`src/rtl/lfsr_stim_ctrl.sv`:
```
// lfsr_stim_ctrl: 16-bit Fibonacci LFSR stimulus source with a run controller.
// A run discards WARMUP LFSR steps, then offers num_samples values over a
// valid/ready handshake. The LFSR only advances on warmup steps and accepted
// samples, so its sequence continues across runs until reseeded.
module lfsr_stim_ctrl #(
  parameter logic [15:0] SEED_DEFAULT = 16'hACE1,
  parameter int unsigned WARMUP       = 2
) (
  input  logic        clk,
  input  logic        reset,
  input  logic        start,
  input  logic        abort,
  input  logic        seed_load,
  input  logic [15:0] seed_in,
  input  logic [15:0] num_samples,
  input  logic        smp_ready,
  output logic        smp_valid,
  output logic [15:0] smp_data,
  output logic        busy,
  output logic        done,
  output logic [15:0] sample_cnt
);

  typedef enum logic [1:0] {
    ST_IDLE   = 2'd0,
    ST_WARMUP = 2'd1,
    ST_RUN    = 2'd2,
    ST_DONE   = 2'd3
  } state_t;

  // Index of the last warmup step; unused when WARMUP is zero.
  localparam logic [7:0] LP_WARM_LAST = (WARMUP > 0) ? 8'(WARMUP - 1) : 8'd0;

  // One right-shift step: feedback from taps 0, 2, 3 and 5 enters at bit 15.
  function automatic logic [15:0] lfsr_step(input logic [15:0] s);
    return {s[0] ^ s[2] ^ s[3] ^ s[5], s[15:1]};
  endfunction

  // An all-zero seed would lock the LFSR, so it is replaced by the default.
  function automatic logic [15:0] seed_fix(input logic [15:0] s);
    return (s == 16'd0) ? SEED_DEFAULT : s;
  endfunction

  state_t      r_state;
  logic [15:0] r_lfsr;
  logic [15:0] r_num;
  logic [15:0] r_cnt;
  logic [7:0]  r_warm_cnt;
  logic        r_valid;
  logic        r_busy;
  logic        r_done;

  logic [15:0] w_lfsr_next;
  logic [15:0] w_seed;
  logic [15:0] w_cnt_inc;
  logic        w_hs;

  assign w_lfsr_next = lfsr_step(r_lfsr);
  assign w_seed      = seed_fix(seed_in);
  assign w_cnt_inc   = r_cnt + 16'd1;
  assign w_hs        = r_valid & smp_ready;

  // Run controller, LFSR and all registered outputs.
  always_ff @(posedge clk) begin
    if (reset) begin
      r_state    <= ST_IDLE;
      r_lfsr     <= SEED_DEFAULT;
      r_num      <= 16'd0;
      r_cnt      <= 16'd0;
      r_warm_cnt <= 8'd0;
      r_valid    <= 1'b0;
      r_busy     <= 1'b0;
      r_done     <= 1'b0;
    end else begin
      r_done <= 1'b0;
      case (r_state)
        ST_IDLE: begin
          // A same-cycle seed load lands before any warmup step is taken.
          if (seed_load) begin
            r_lfsr <= w_seed;
          end
          if (start) begin
            if (num_samples == 16'd0) begin
              // Empty run: straight to the done pulse, LFSR untouched.
              r_state <= ST_DONE;
              r_done  <= 1'b1;
            end else begin
              r_num      <= num_samples;
              r_cnt      <= 16'd0;
              r_warm_cnt <= 8'd0;
              r_busy     <= 1'b1;
              if (WARMUP == 0) begin
                r_state <= ST_RUN;
                r_valid <= 1'b1;
              end else begin
                r_state <= ST_WARMUP;
              end
            end
          end
        end

        ST_WARMUP: begin
          if (abort) begin
            r_state <= ST_IDLE;
            r_busy  <= 1'b0;
          end else begin
            r_lfsr <= w_lfsr_next;
            if (r_warm_cnt == LP_WARM_LAST) begin
              r_state <= ST_RUN;
              r_valid <= 1'b1;
            end else begin
              r_warm_cnt <= r_warm_cnt + 8'd1;
            end
          end
        end

        ST_RUN: begin
          // Abort wins over a same-cycle handshake: nothing is counted.
          if (abort) begin
            r_state <= ST_IDLE;
            r_valid <= 1'b0;
            r_busy  <= 1'b0;
          end else if (w_hs) begin
            r_lfsr <= w_lfsr_next;
            r_cnt  <= w_cnt_inc;
            if (w_cnt_inc == r_num) begin
              r_state <= ST_DONE;
              r_valid <= 1'b0;
              r_busy  <= 1'b0;
              r_done  <= 1'b1;
            end
          end
        end

        ST_DONE: begin
          r_state <= ST_IDLE;
        end

        default: begin
          r_state <= ST_IDLE;
          r_valid <= 1'b0;
          r_busy  <= 1'b0;
        end
      endcase
    end
  end

  assign smp_valid  = r_valid;
  assign smp_data   = r_lfsr;
  assign busy       = r_busy;
  assign done       = r_done;
  assign sample_cnt = r_cnt;

endmodule

```
`config.mk`:
```
export PLATFORM = sky130hd
export DESIGN_NAME = lfsr_stim_ctrl
export DESIGN_NICKNAME = d
export VERILOG_FILES = /design/src/rtl/lfsr_stim_ctrl.sv
export SDC_FILE = /design/constraint.sdc
export NUM_CORES = 1
export LEC_CHECK = 0
export ABC_AREA = 1
export CAP_MARGIN = 25
export CELL_PAD_IN_SITES_DETAIL_PLACEMENT = 1
export CELL_PAD_IN_SITES_GLOBAL_PLACEMENT = 2
export CORE_UTILIZATION = 25
export DETAILED_ROUTE_END_ITERATION = 6
export PLACE_DENSITY = 0.76
export SYNTH_ARGS = -nofsm -noshare
export SYNTH_HDL_FRONTEND = slang
export SYNTH_SLANG_ARGS = --single-unit
export TNS_END_PERCENT = 30
```
`constraint.sdc`:
```
create_clock -name clk -period 1.9 [get_ports clk]
set_clock_uncertainty 0.15 [all_clocks]
set_input_delay 0.38 -clock clk [delete_from_list [all_inputs] [get_ports clk]]
set_output_delay 0.38 -clock clk [all_outputs]
set_load 0.01 [all_outputs]
```
# Word level (Yosys, flattened, before mapping)
# Index checks and enable logic that the tools add are counted.
totals:
  reg_bits: 61
op_classes:
  eq_ne: 17
  n_reduce_logical: 14
  n_addsub: 2
  mux: 40
  bitwise: 5
op_table:
  columns: ["operator", "count"]
  rows:
  - ["$mux 16", 9]
  - ["$pmux 16 s3", 1]
  - ["$logic_not 16->1", 2]
  - ["$mux 8", 4]
  - ["$pmux 16 s2", 1]
  - ["$reduce_and 5->1", 4]
  - ["$ne 2x2->1 const B", 9]
  - ["$add 16x1->16 const B", 1]
  - ["$eq 16x16->1", 1]
  - ["$pmux 8 s2", 1]
  - ["$mux 2", 7]
  - ["$mux 1", 13]
  - ["$ne 3x3->1 const B", 3]
  - ["$add 8x1->8 const B", 1]
  - ["$eq 8x1->1 const B", 1]
  - ["$pmux 2 s4", 1]
  - ["$reduce_and 6->1", 1]
  - ["$reduce_bool 2->1", 3]
  - ["$eq 2x2->1 const B", 2]
  - ["$pmux 1 s2", 2]
  - ["$reduce_and 4->1", 1]
  - ["$pmux 1 s3", 1]
  - ["$reduce_and 3->1", 1]
  - ["$reduce_bool 3->1", 1]
  - ["5 further kinds", 7]

# Depth between registers and ports, before layout
depth:
  ltp_word: 6
  ltp_mapped: 16
  depth_no_buf: 16

# Worst setup path after synthesis
# OpenSTA, ideal clock, no wires.
synth_timing:
  path_type: "flip-flop to flip-flop"
  start: "register r_cnt[1], in the netlist sample_cnt[1]"
  end: "register r_valid, in the netlist smp_valid"
  t_arrival_ns: 1.726
  path_slack_ns: -0.108
  n_path_buf: 0
  synth_period_minus_slack_ns: 2.008
  setup_ns: 0.132
  stages_incl_launch_ff: 15
  required_time_ns: 1.618
  path_cell_list: "dfxtp_1 -> ha_1 -> nand3_1 -> nor2_2 -> nand2_1 -> nand2_1 -> nand2_1 -> a21oi_2 -> nand3_1 -> nor2_2 -> nand2_2 -> nand2_4 -> nand2_1 -> nand2_1 -> a21oi_2"
synth_between:
  elab_chain_cells: 4
synth_lines:
  columns: ["item", "line", "source"]
  rows:
  - ["start: declaration", "47", "logic [15:0] r_cnt;"]
  - ["start signal: assignment", "125", "r_cnt <= w_cnt_inc;"]
  - ["$add 16x1->16", "60", "assign w_cnt_inc = r_cnt + 16'd1;"]
  - ["$eq 16x16->1", "126", "if (w_cnt_inc == r_num) begin"]
  - ["$ne 3x3->1 (no source line)", null, null]
  - ["$reduce_and 5->1 (no source line)", null, null]
  - ["end signal: assignment", "71", "r_valid <= 1'b0;"]
  - ["end signal: assignment", "121", "r_valid <= 1'b0;"]
  - ["end signal: assignment", "128", "r_valid <= 1'b0;"]
  - ["end: declaration", "49", "logic r_valid;"]
# Every way passes these cells.
# A chain may end at the register's enable or synchronous reset.

# Worst setup path after layout
layout_timing:
  start: "register r_cnt[0], in the netlist sample_cnt[0]"
  end: "register r_busy, in the netlist busy"
layout_between:
  elab_chain_cells: 4
layout_lines:
  columns: ["item", "line", "source"]
  rows:
  - ["$add 16x1->16", "60", null]
  - ["$eq 16x16->1", "126", null]
  - ["$ne 3x3->1 (no source line)", null, null]
  - ["$reduce_and 6->1 (no source line)", null, null]
  - ["end signal: assignment", "72", "r_busy <= 1'b0;"]
  - ["end signal: assignment", "122", "r_busy <= 1'b0;"]
  - ["end signal: assignment", "129", "r_busy <= 1'b0;"]
  - ["end: declaration", "50", "logic r_busy;"]
# Every way passes these cells.

==> results.md <==
Status:
- The flow ran to the end, but the final reports show violations.
- The final reports fail on negative setup slack.

Timing:
- The actual slew at the worst max-slew pin is 0.381 ns.
- The final-layout setup total negative slack is -1.77 ns.
- The worst slew slack as a fraction of its limit is 74.4%.
- The final critical-path share of the clock period is 115%.
- The final number of max-transition violations is 0.
- The number of endpoints failing setup at the final stage is 17.
- After layout, the worst setup slack is -0.288 ns.
- The minimum clock period after layout is 2.19 ns.
- Setup repair after global routing could not meet its margin everywhere.
- The final count of hold timing violations is 0.
- Derived from the worst setup path, the maximum achievable clock frequency is 0.457 GHz.

Logic synthesis:
- Yosys printed 0 warnings.
- The number of nets handed over by synthesis was 542.
- After synthesis, the largest area contributor takes up 35.3% of total cell area.
- By area the synthesized netlist is led by dfxtp_1 35%, nand2_1 11%, a21oi_1 7.8%.
- By count the netlist is led by 103 x nand2_1, 61 x dfxtp_1, 54 x a21oi_1, 54 x inv_1, 41 x nor2_1.
- The primary flip-flop cell chosen by synthesis mapping is dfxtp_1.
- dfxtp_1 takes more of the synthesized area than any other cell.
- The count of distinct cell types in the synthesized netlist is 37.
- In the post-synthesis netlist, the cell with the most instances is nand2_1.
- The synthesized area is 0.00346 mm².
- In this run, synthesis inferred 0 flip-flops with an integrated enable.
- In the synthesized netlist, the number of instances is 497.
- Dividing the synthesized area by the synthesized cell count gives 6.96 µm².
- Sequential cells were found to cover 35.3% of the synthesized design area.
- Of all flip-flops after synthesis, the portion carrying an async set or reset was 0%.
- The count of state elements after synthesis is 61.

Drt:
- The violation count after the first detailed-routing iteration is 152.
- The iteration count of the initial detailed-routing pass is 4.
- The detailed router placed 4116 vias in this run.
- In this run the remaining antenna-violating nets after routing total 0.
- Dividing the detail-routed via count by the number of cells gives 4.82.
- The routed wirelength normalized by instance count is 15.7 µm.
- After detailed routing, the number of remaining DRC violations is 0.
- The total length of routed wires is 13.4 mm.

Floorplan:
- The initial cell density of the core is 25.9%.
- Row generation in the floorplan step produced 42 rows.
- From bottom edge to top edge, the die measures 120 µm.
- The die covers 0.0143 mm².
- 73 I/O pins were placed.
- The die width is 120 µm.
- The floorplan step defined a core boundary enclosing 0.0133 mm².

Final layout:
- The core utilization of the finished layout is 43.7%.
- Counting the fill cells in the layout gives 1638.
- The antenna diode instance count is 0.
- After routing the design area is 0.00583 mm².
- The share of layout cells above drive strength 1 is 31.7%.
- From synthesis to final layout, the design area changed by 68.8%.
- The final layout net count is 718.

Clock network:
- The post-cts hold buffer count is 0.
- The cell sitting at the root of the clock tree is a clkbuf_16.
- The source-to-sink clock delay at the later pin of the worst-skew pair is 0.34 ns.
- The maximum level of the CTS H-tree is 3.
- TritonCTS built the clock tree.
- The TritonCTS buffer count is 9.
- The deepest clock path buffer count is 2.
- The sink count of the clock tree is 61.
- After clock tree synthesis, the clock-pin slew on the worst setup and hold paths is 0.06 ns.

Critical path:
- Among all stages on the critical path, the largest delay is contributed by dfxtp_4.
- For flop-to-flop paths, the worst setup slack is -0.29 ns.
- The kind of start point of the critical path is a register.
- Counting buffers and inverters, the worst setup path is 15 cells deep.
- The buffer and inverter count on the worst path is 1.
- Walking the worst path, the cells encountered are ha_4, nand2_4, nor2_4, buf_4, nand4_1, nand3_1, nand2_1, nor2_2, nand2_2, nor2_4, nand2_2, nand2_4, nand2_1, nand2_1, a21oi_2.
- The worst path required time is 1.96 ns.
- Along the worst path, the maximum fanout reaches 6.
- The worst setup path is of the register to register kind.
- In this design, the stage delay of the slowest critical-path cell is 0.36 ns.
- The library cell appearing most often on the critical path is nand2_1.
- The worst endpoint data arrival time is 2.25 ns.
- The number of cells on the worst reg-to-reg path is 15.
- The kind of cell with the highest combined delay along the critical path is simple AND/OR/NAND/NOR gates.
- The type of destination of the critical path is a register.

Power:
- Combinational cells account for 54.7% of the total power.
- The analysis attributes to cell leakage a power of 0.00258 µW.
- For this design the total switching power over the nets is 3250 µW.
- The clock network is responsible for 22.1% of the overall power.
- The worst voltage drop across the vdd grid is 716 µV.
- The switching part of the total power is 38.4%.
- The internal power is 5210 µW.
- The sequential power share is 23.2%.
- For this design the ratio of total power to cell area is 1450 mW/mm².

Min path:
- The worst hold path passes through 3 cells.
- In this run the worst hold path is classified as input pin to register.

GRT:
- The overall track demand over capacity in global routing is 19.2%.
- The pin count of the biggest net entering global routing is 28.
- The first global-routing pass estimated 21.5 mm of wire.
- The number of antenna violations at the first check in global routing is 0.
- The leftover overflow at the end of global routing is 0.
- The number of global-route vias before repair is 4427.

Placement:
- The HPWL reported at the end of detailed placement is 9.72 mm.
- At the end of routability-driven placement, the weighted congestion stood at 0.822.
- The placed instance area is 0.00507 mm².
- The quantity of I/O buffers inserted on ports is 72.

Run:
- The number of max-capacitance violations reported is 0.
==> worst register-to-register path: stages, from the launching register on <==
cell and delay [ns]:
dfxtp_4 0.36, ha_4 0.16, nand2_4 0.07, nor2_4 0.19, buf_4 0.16, nand4_1 0.10
nand3_1 0.11, nand2_1 0.07, nor2_2 0.13, nand2_2 0.09, nor2_4 0.12, nand2_2 0.09
nand2_4 0.10, nand2_1 0.06, nand2_1 0.06, a21oi_2 0.05
==> worst paths after layout <==
kind	start	end
max reg2reg	sample_cnt[0]	busy
min reg2reg	r_num[1]	r_num[1]
min	num_samples[1]	r_num[1]
max	sample_cnt[0]	busy
==> logic make-up after synthesis <==
family                   share of synthesized area [%]
XOR/XNOR                                          3.08
flip-flops                                        35.3
buffers and inverters                             8.36
AND/OR/NAND/NOR                                   29.9
AO/OA/AOI/OAI                                     20.8
adder cells (fa/ha/maj)                           2.53
==> final cells by class <==
class / count / area (µm²) / area share, %
well taps: 176 / 220 / 3.77
repair buffers: 183 / 1660 / 28.5
clock inverters: 6 / 83.8 / 1.44
flip-flops and latches: 61 / 1240 / 21.3
clock buffers: 10 / 250 / 4.29
multi-input cells: 362 / 2160 / 37.0
inverters: 56 / 214 / 3.67
==> power by group through the flow <==
stage | clock network, µW | registers [µW] | logic (µW)
after floorplan | 0 | 2030 | 1910
after global placement | 0 | 1950 | 3680
after detailed placement | 0 | 1950 | 3800
after CTS | 1920 | 1950 | 4500
after global routing | 1970 | 2000 | 5040
final | 1870 | 1960 | 4620
==> flip-flops by register name (all words and copies together) (netlist names) <==
name	cells
busy	1
done	1
r_num	16
r_state	2
r_warm_cnt	8
sample_cnt	16
smp_data	16
smp_valid	1
==> stage by stage <==
stage / setup WS, ns / total power, µW / hold slack, ns / cells
2_1_floorplan: -0.00349 / 3940 / 0.286 / 497
6_report: -0.288 / 8450 / 0.208 / 854
3_3_place_gp: -0.642 / 5620 / 0.305 / 820
5_1_grt: -0.433 / 9010 / 0.225 / 854
4_1_cts: -0.342 / 8370 / 0.299 / 851
3_5_place_dp: -0.683 / 5750 / 0.308 / 820
==> cell usage in the layout, fill, tap and decap left out, drive strengths merged, types with 7 or more instances in the layout <==
master | synthesis | layout
nand2 | 109 | 109
nand3 | 33 | 33
buf | 4 | 114
a211oi | 10 | 10
o221ai | 8 | 8
nor2 | 50 | 50
nor4 | 8 | 8
o21ai | 36 | 36
clkbuf | 14 | 19
inv | 54 | 54
nand4 | 13 | 13
a21oi | 58 | 58
ha | 7 | 7
dfxtp | 61 | 61
clkdlybuf4s50 | 0 | 46
==> routing by layer <==
layer | GRT usage [%] | up-vias | wire, µm
li1 | - | 2041 | -
met1 | 20.9 | 1992 | 5670
met2 | 36.3 | 68 | 7070
met3 | 4.90 | 15 | 469
met4 | 5.08 | 0 | 188
met5 | 0 | - | 0
==> what timing repair did <==
action	in CTS	in global routing
gates cloned	4	0
setup endpoints to repair	63	61
endpoints found under the hold margin	0	0
buffers inserted	11	3
pin swaps	17	9
resized for setup	83	50
Power figures use the tool's default switching activity.
==> patch 1, RTL diff (same settings) <==
Re-encode `state_t` (4 states) as one-hot, 4 bits wide.
--- a/src/rtl/lfsr_stim_ctrl.sv
+++ b/src/rtl/lfsr_stim_ctrl.sv
@@ -22,9 +22,9 @@
 );
 
-  typedef enum logic [1:0] {
-    ST_IDLE   = 2'd0,
-    ST_WARMUP = 2'd1,
-    ST_RUN    = 2'd2,
-    ST_DONE   = 2'd3
+  typedef enum logic [3:0] {
+    ST_IDLE   = 4'b0001,
+    ST_WARMUP = 4'b0010,
+    ST_RUN    = 4'b0100,
+    ST_DONE   = 4'b1000
   } state_t;
 
Function: same outputs for any inputs over 4 cycles, from zero or initial values and one cycle with reset high; so few cycles prove little.
==> patch 1 against the unedited design <==
The flow still finishes with violations (setup timing). Maximum frequency is 0.21% lower. Sequential cell count grew 2. Via count grew 11%. Synthesized cell count rose by 12%. Cell count up 10%. Synthesized area up 4.3%. Die area grew 4.2%. Combinational power fell by 11%. Wire length is 13% higher. Critical endpoint is now r_state[2]. Sequential power down 3%. Cell area rose by 8.6%. Worst setup slack got worse by 0.0045 ns. Power decreased by 8.4%.
==> patch 1: results (changes against the unedited design) <==
stage	metric	value	unit	change
outcome	failed_checks	setup timing		
sta	maxSlewHeadroom	75.2	%	+0.74 points
placement	hpwl	10400	um	+6.6%
global_routing	grt_usage	20.3	%	+1.1 points
yosys	synth.distinct_cells	35		-5.4%
power_and_ir_drop	internal-power	4.77	mW	-8.4%
global_routing	grt_pass1_wl	23400	um	+8.7%
worst_hold_path	hold_path.class	reg2reg		
route	drt-vias-per-instance	4.84		+0.46%
sta	worst_slack	-0.292	ns	-0.00455 ns
route	drtIter0Drc	117		-23%
placement	placed_area	5460	sq um	+7.6%
placement	place_inst	907		+11%
route	avgRoutedWirePerCell	16.0	um	+2.1%
power_and_ir_drop	powerClk	1.73	mW	-7%
yosys	synth_commonest_cells	138 x nand2_1, 63 x dfxtp_1, 59 x nor2_1, 51 x a21oi_1, 51 x inv_1		
global_routing	grt_use_met1	24.0	%	+3.1 points
global_routing	met2_usage	35.8	%	-0.54 points
sta	finalSetupViolations	29		+12
yosys	ys_seq_area_share	35.0	%	-0.35 points
power_and_ir_drop	power_switching	2.97	mW	-8.5%
route	met1Wirelength	6650	um	+17%
layout	final_cells	942		+10%
global_routing	use_met3	4.17	%	-0.73 points
layout	fin_nets	798		+11%
route	wl_met3	517	um	+10%
placement	place.gp.congestion	0.829		+0.85%
power_and_ir_drop	p_leak	2.79	nW	+8.4%
yosys	synth_nets	596		+10%
outcome	outcome	finished with violations		
power_and_ir_drop	pg_comb	4.12	mW	-11%
yosys	synthCells	555		+12%
[patch 1: cells by family after synthesis]
| group | Yosys count | share of synthesized area, % |
|---|---|---|
| AOI/OAI and AO/OA | 110 | 16.0 |
| xor gates and xnor gates | 9 | 2.19 |
| adders and majority gates | 3 | 1.04 |
| buffers and inverters | 72 | 8.02 |
| DFF | 63 | 35.0 |
| and+or+nand+nor | 298 | 37.8 |
[patch 1: final timing paths]
path | start | endpoint | slack, ns | cells after the start
worst max-delay path | sample_cnt[1] | r_state[2] | -0.29 | 16
worst min-delay path | r_num[1] | r_num[1] | 0.32 | 2
worst max register to register | sample_cnt[1] | r_state[2] | -0.29 | 16
worst min register to register | r_num[1] | r_num[1] | 0.32 | 2
[patch 1: critical path, stage by stage (launching register included)]
cell and delay [ns]:
dfxtp_4 0.38, ha_4 0.16, nand2_4 0.08, nor2_4 0.21, nand3_2 0.12, nand2_2 0.10
nand2_2 0.06, nand2_1 0.07, nand2_1 0.07, nor2_1 0.11, nand2_1 0.07, nor2_2 0.12
nand2_1 0.10, nand2_4 0.11, nand3_1 0.08, nand2_1 0.07, nor2_1 0.04
[patch 1: cell type report]
| class | instances | area (sq um) |
|---|---|---|
| sequential | 63 | 1290 |
| inverter | 57 | 216 |
| clock inverter | 1 | 7.51 |
| multi-input combinational | 423 | 2440 |
| timing repair buffer | 203 | 1850 |
| tap | 180 | 225 |
| fill | 1772 | 7650 |
| clock buffer | 15 | 308 |
[patch 1: what timing repair did]
action                                  CTS  global route
buffers inserted                          7             9
pin swaps                                21            28
endpoints found under the setup margin   68            67
cloned                                    3             1
resized for setup                        80            65
==> patch 2, RTL diff (same flow settings) <==
Made on the original files. Reset style: asynchronous (`reset`), changed in one clocked block.
--- a/src/rtl/lfsr_stim_ctrl.sv
+++ b/src/rtl/lfsr_stim_ctrl.sv
@@ -62,5 +62,5 @@
 
   // Run controller, LFSR and all registered outputs.
-  always_ff @(posedge clk) begin
+  always_ff @(posedge clk or posedge reset) begin
     if (reset) begin
       r_state    <= ST_IDLE;
Function: differs if reset is asserted again (counterexample within 4 cycles, from zero or initial values and one cycle with reset high); with reset held inactive, the same outputs for 10 cycles.
==> patch 2 against the unedited design <==
The flow still finishes with violations (setup timing). Power is 4.0% higher. Highest routed layer unchanged. Synthesized area up 5.8%. Largest power group unchanged. Worst setup slack better by 0.019 ns. Sequential power increased by 9%. Cell area increased by 8.9%. Sequential cell count unchanged. Clock power fell by 2%. Die area grew 5.7%. Wire length decreased by 0.20%. Worst hold slack improved by 0.088 ns. Cell count rose by 2.2%. Critical endpoint is now r_state[1]. First-iteration DRC count shrank 15%.
==> patch 2: results (changes against the unedited design) <==
stage	metric	value	unit	change
yosys	synth_area_leaders	dfrtp_1 36%, nand2_1 12%, inv_1 6.7%, nor2_1 6.3%, dfstp_2 5.7%		
sta	worst_slack	-0.269	ns	+0.0187 ns
global_routing	grt_pass1_wl	21200	um	-1.4%
clock_tree	cts_resized	80		-3.6%
placement	place_ws	-0.636	ns	+0.0470 ns
power_and_ir_drop	switching_share	39.0	%	+0.59 points
global_routing	grt_max_degree	62		+120%
yosys	synthAdderAreaFrac	2.39	%	-0.14 points
critical_path	cpMaxStageDelayCell	dfrtp_1		
yosys	synth-compound-area-share	12.0	%	-8.8 points
yosys	ys_seq_area_share	42.0	%	+6.7 points
global_routing	grt_pass1_vias	4452		+0.56%
worst_hold_path	holdPathStages	2		-1
yosys	synth_nets	538		-0.74%
clock_tree	clock_path_buffers	2		unchanged
yosys	synthArstFlopShare	100	%	+100 points
layout	final_cells	873		+2.2%
placement	place_inst	839		+2.3%
sta	holdWs	0.296	ns	+0.0881 ns
power_and_ir_drop	p_seq_share	24.3	%	+1.1 points
layout	diodes	0		unchanged
power_and_ir_drop	p_leak	2.97	nW	+15%
power_and_ir_drop	ir_worst_vdd	0.000826	V	+15%
yosys	synthCells	493		-0.80%
yosys	yosys-mux-area-fraction	0.924	%	+0.92 points
yosys	synth_xor_area_share	3.01	%	-0.066 points
placement	place.gp.congestion	0.840		+2.2%
worst_hold_path	hold_path.class	in2reg		
critical_path	cp_top_family	simple AND/OR/NAND/NOR gates		
outcome	outcome	finished with violations		
global_routing	grt_usage	18.3	%	-0.84 points
route	vias	4040		-1.8%
critical_path	critPathMaxStageDelay	0.42	ns	+0.06 ns
worst_hold_path	hold_path_startpoint	num_samples[0]		
clock_tree	clock_latency	0.34	ns	about the same
route	drtIter0Drc	129		-15%
yosys	synth_commonest_cells	118 x nand2_1, 65 x inv_1, 61 x nor2_1, 53 x dfrtp_1, 40 x nand3_1		
critical_path	r2r_end	r_state[1]		
power_and_ir_drop	clockPowerShare	20.9	%	-1.2 points
route	wirelength	13400	um	-0.20%
layout	fin_nets	733		+2.1%
outcome	failed_checks	setup timing		
critical_path	rr_worst_depth	14		-1
layout	drive_gt1_share	36.4	%	+4.7 points
clock_tree	post_cts_buffers	8		-3
sta	worst_slew_pin_slew	0.349	ns	-0.0321 ns
critical_path	timing.rr.start	sample_cnt[0]		
sta	finalSetupViolations	16		-1
layout	fillerInstances	1709		+4.3%
sta	fin_setup_tns	-1.36	ns	+0.410 ns
worst_hold_path	holdPathEnd	r_num[0]		
placement	hpwl	9520	um	-2.0%
clock_tree	htree_levels	3		unchanged
critical_path	rrSetupSlack	-0.27	ns	+0.02 ns
==> patch 2: metrics by stage <==
stage / instance area, sq um / total power [mW]
3_5_place_dp: 5450 / 6.01
3_3_place_gp: 5450 / 5.89
2_1_floorplan: 3660 / 4.07
5_1_grt: 6360 / 9.37
4_1_cts: 5970 / 8.09
6_report: 6360 / 8.79
==> patch 2: area by class of cell <==
cell class | instances | area share (%)
multi-input cells | 354 | 35.1
flip-flops and latches | 61 | 24.2
repair inverters | 1 | 0.118
repair buffers | 194 | 27.7
well taps | 180 | 3.54
clock inverters | 4 | 1.10
inverters | 67 | 4.21
clock buffers | 12 | 4.04
==> patch 2: per-layer routing <==
| layer | vias up | routed length [um] | GRT usage, % |
|---|---|---|---|
| met3 | 19 | 448 | 3.74 |
| met5 | - | 0 | 0 |
| met4 | 0 | 269 | 7.70 |
| li1 | 2008 | - | - |
| met2 | 59 | 7040 | 33.3 |
| met1 | 1954 | 5620 | 20.8 |
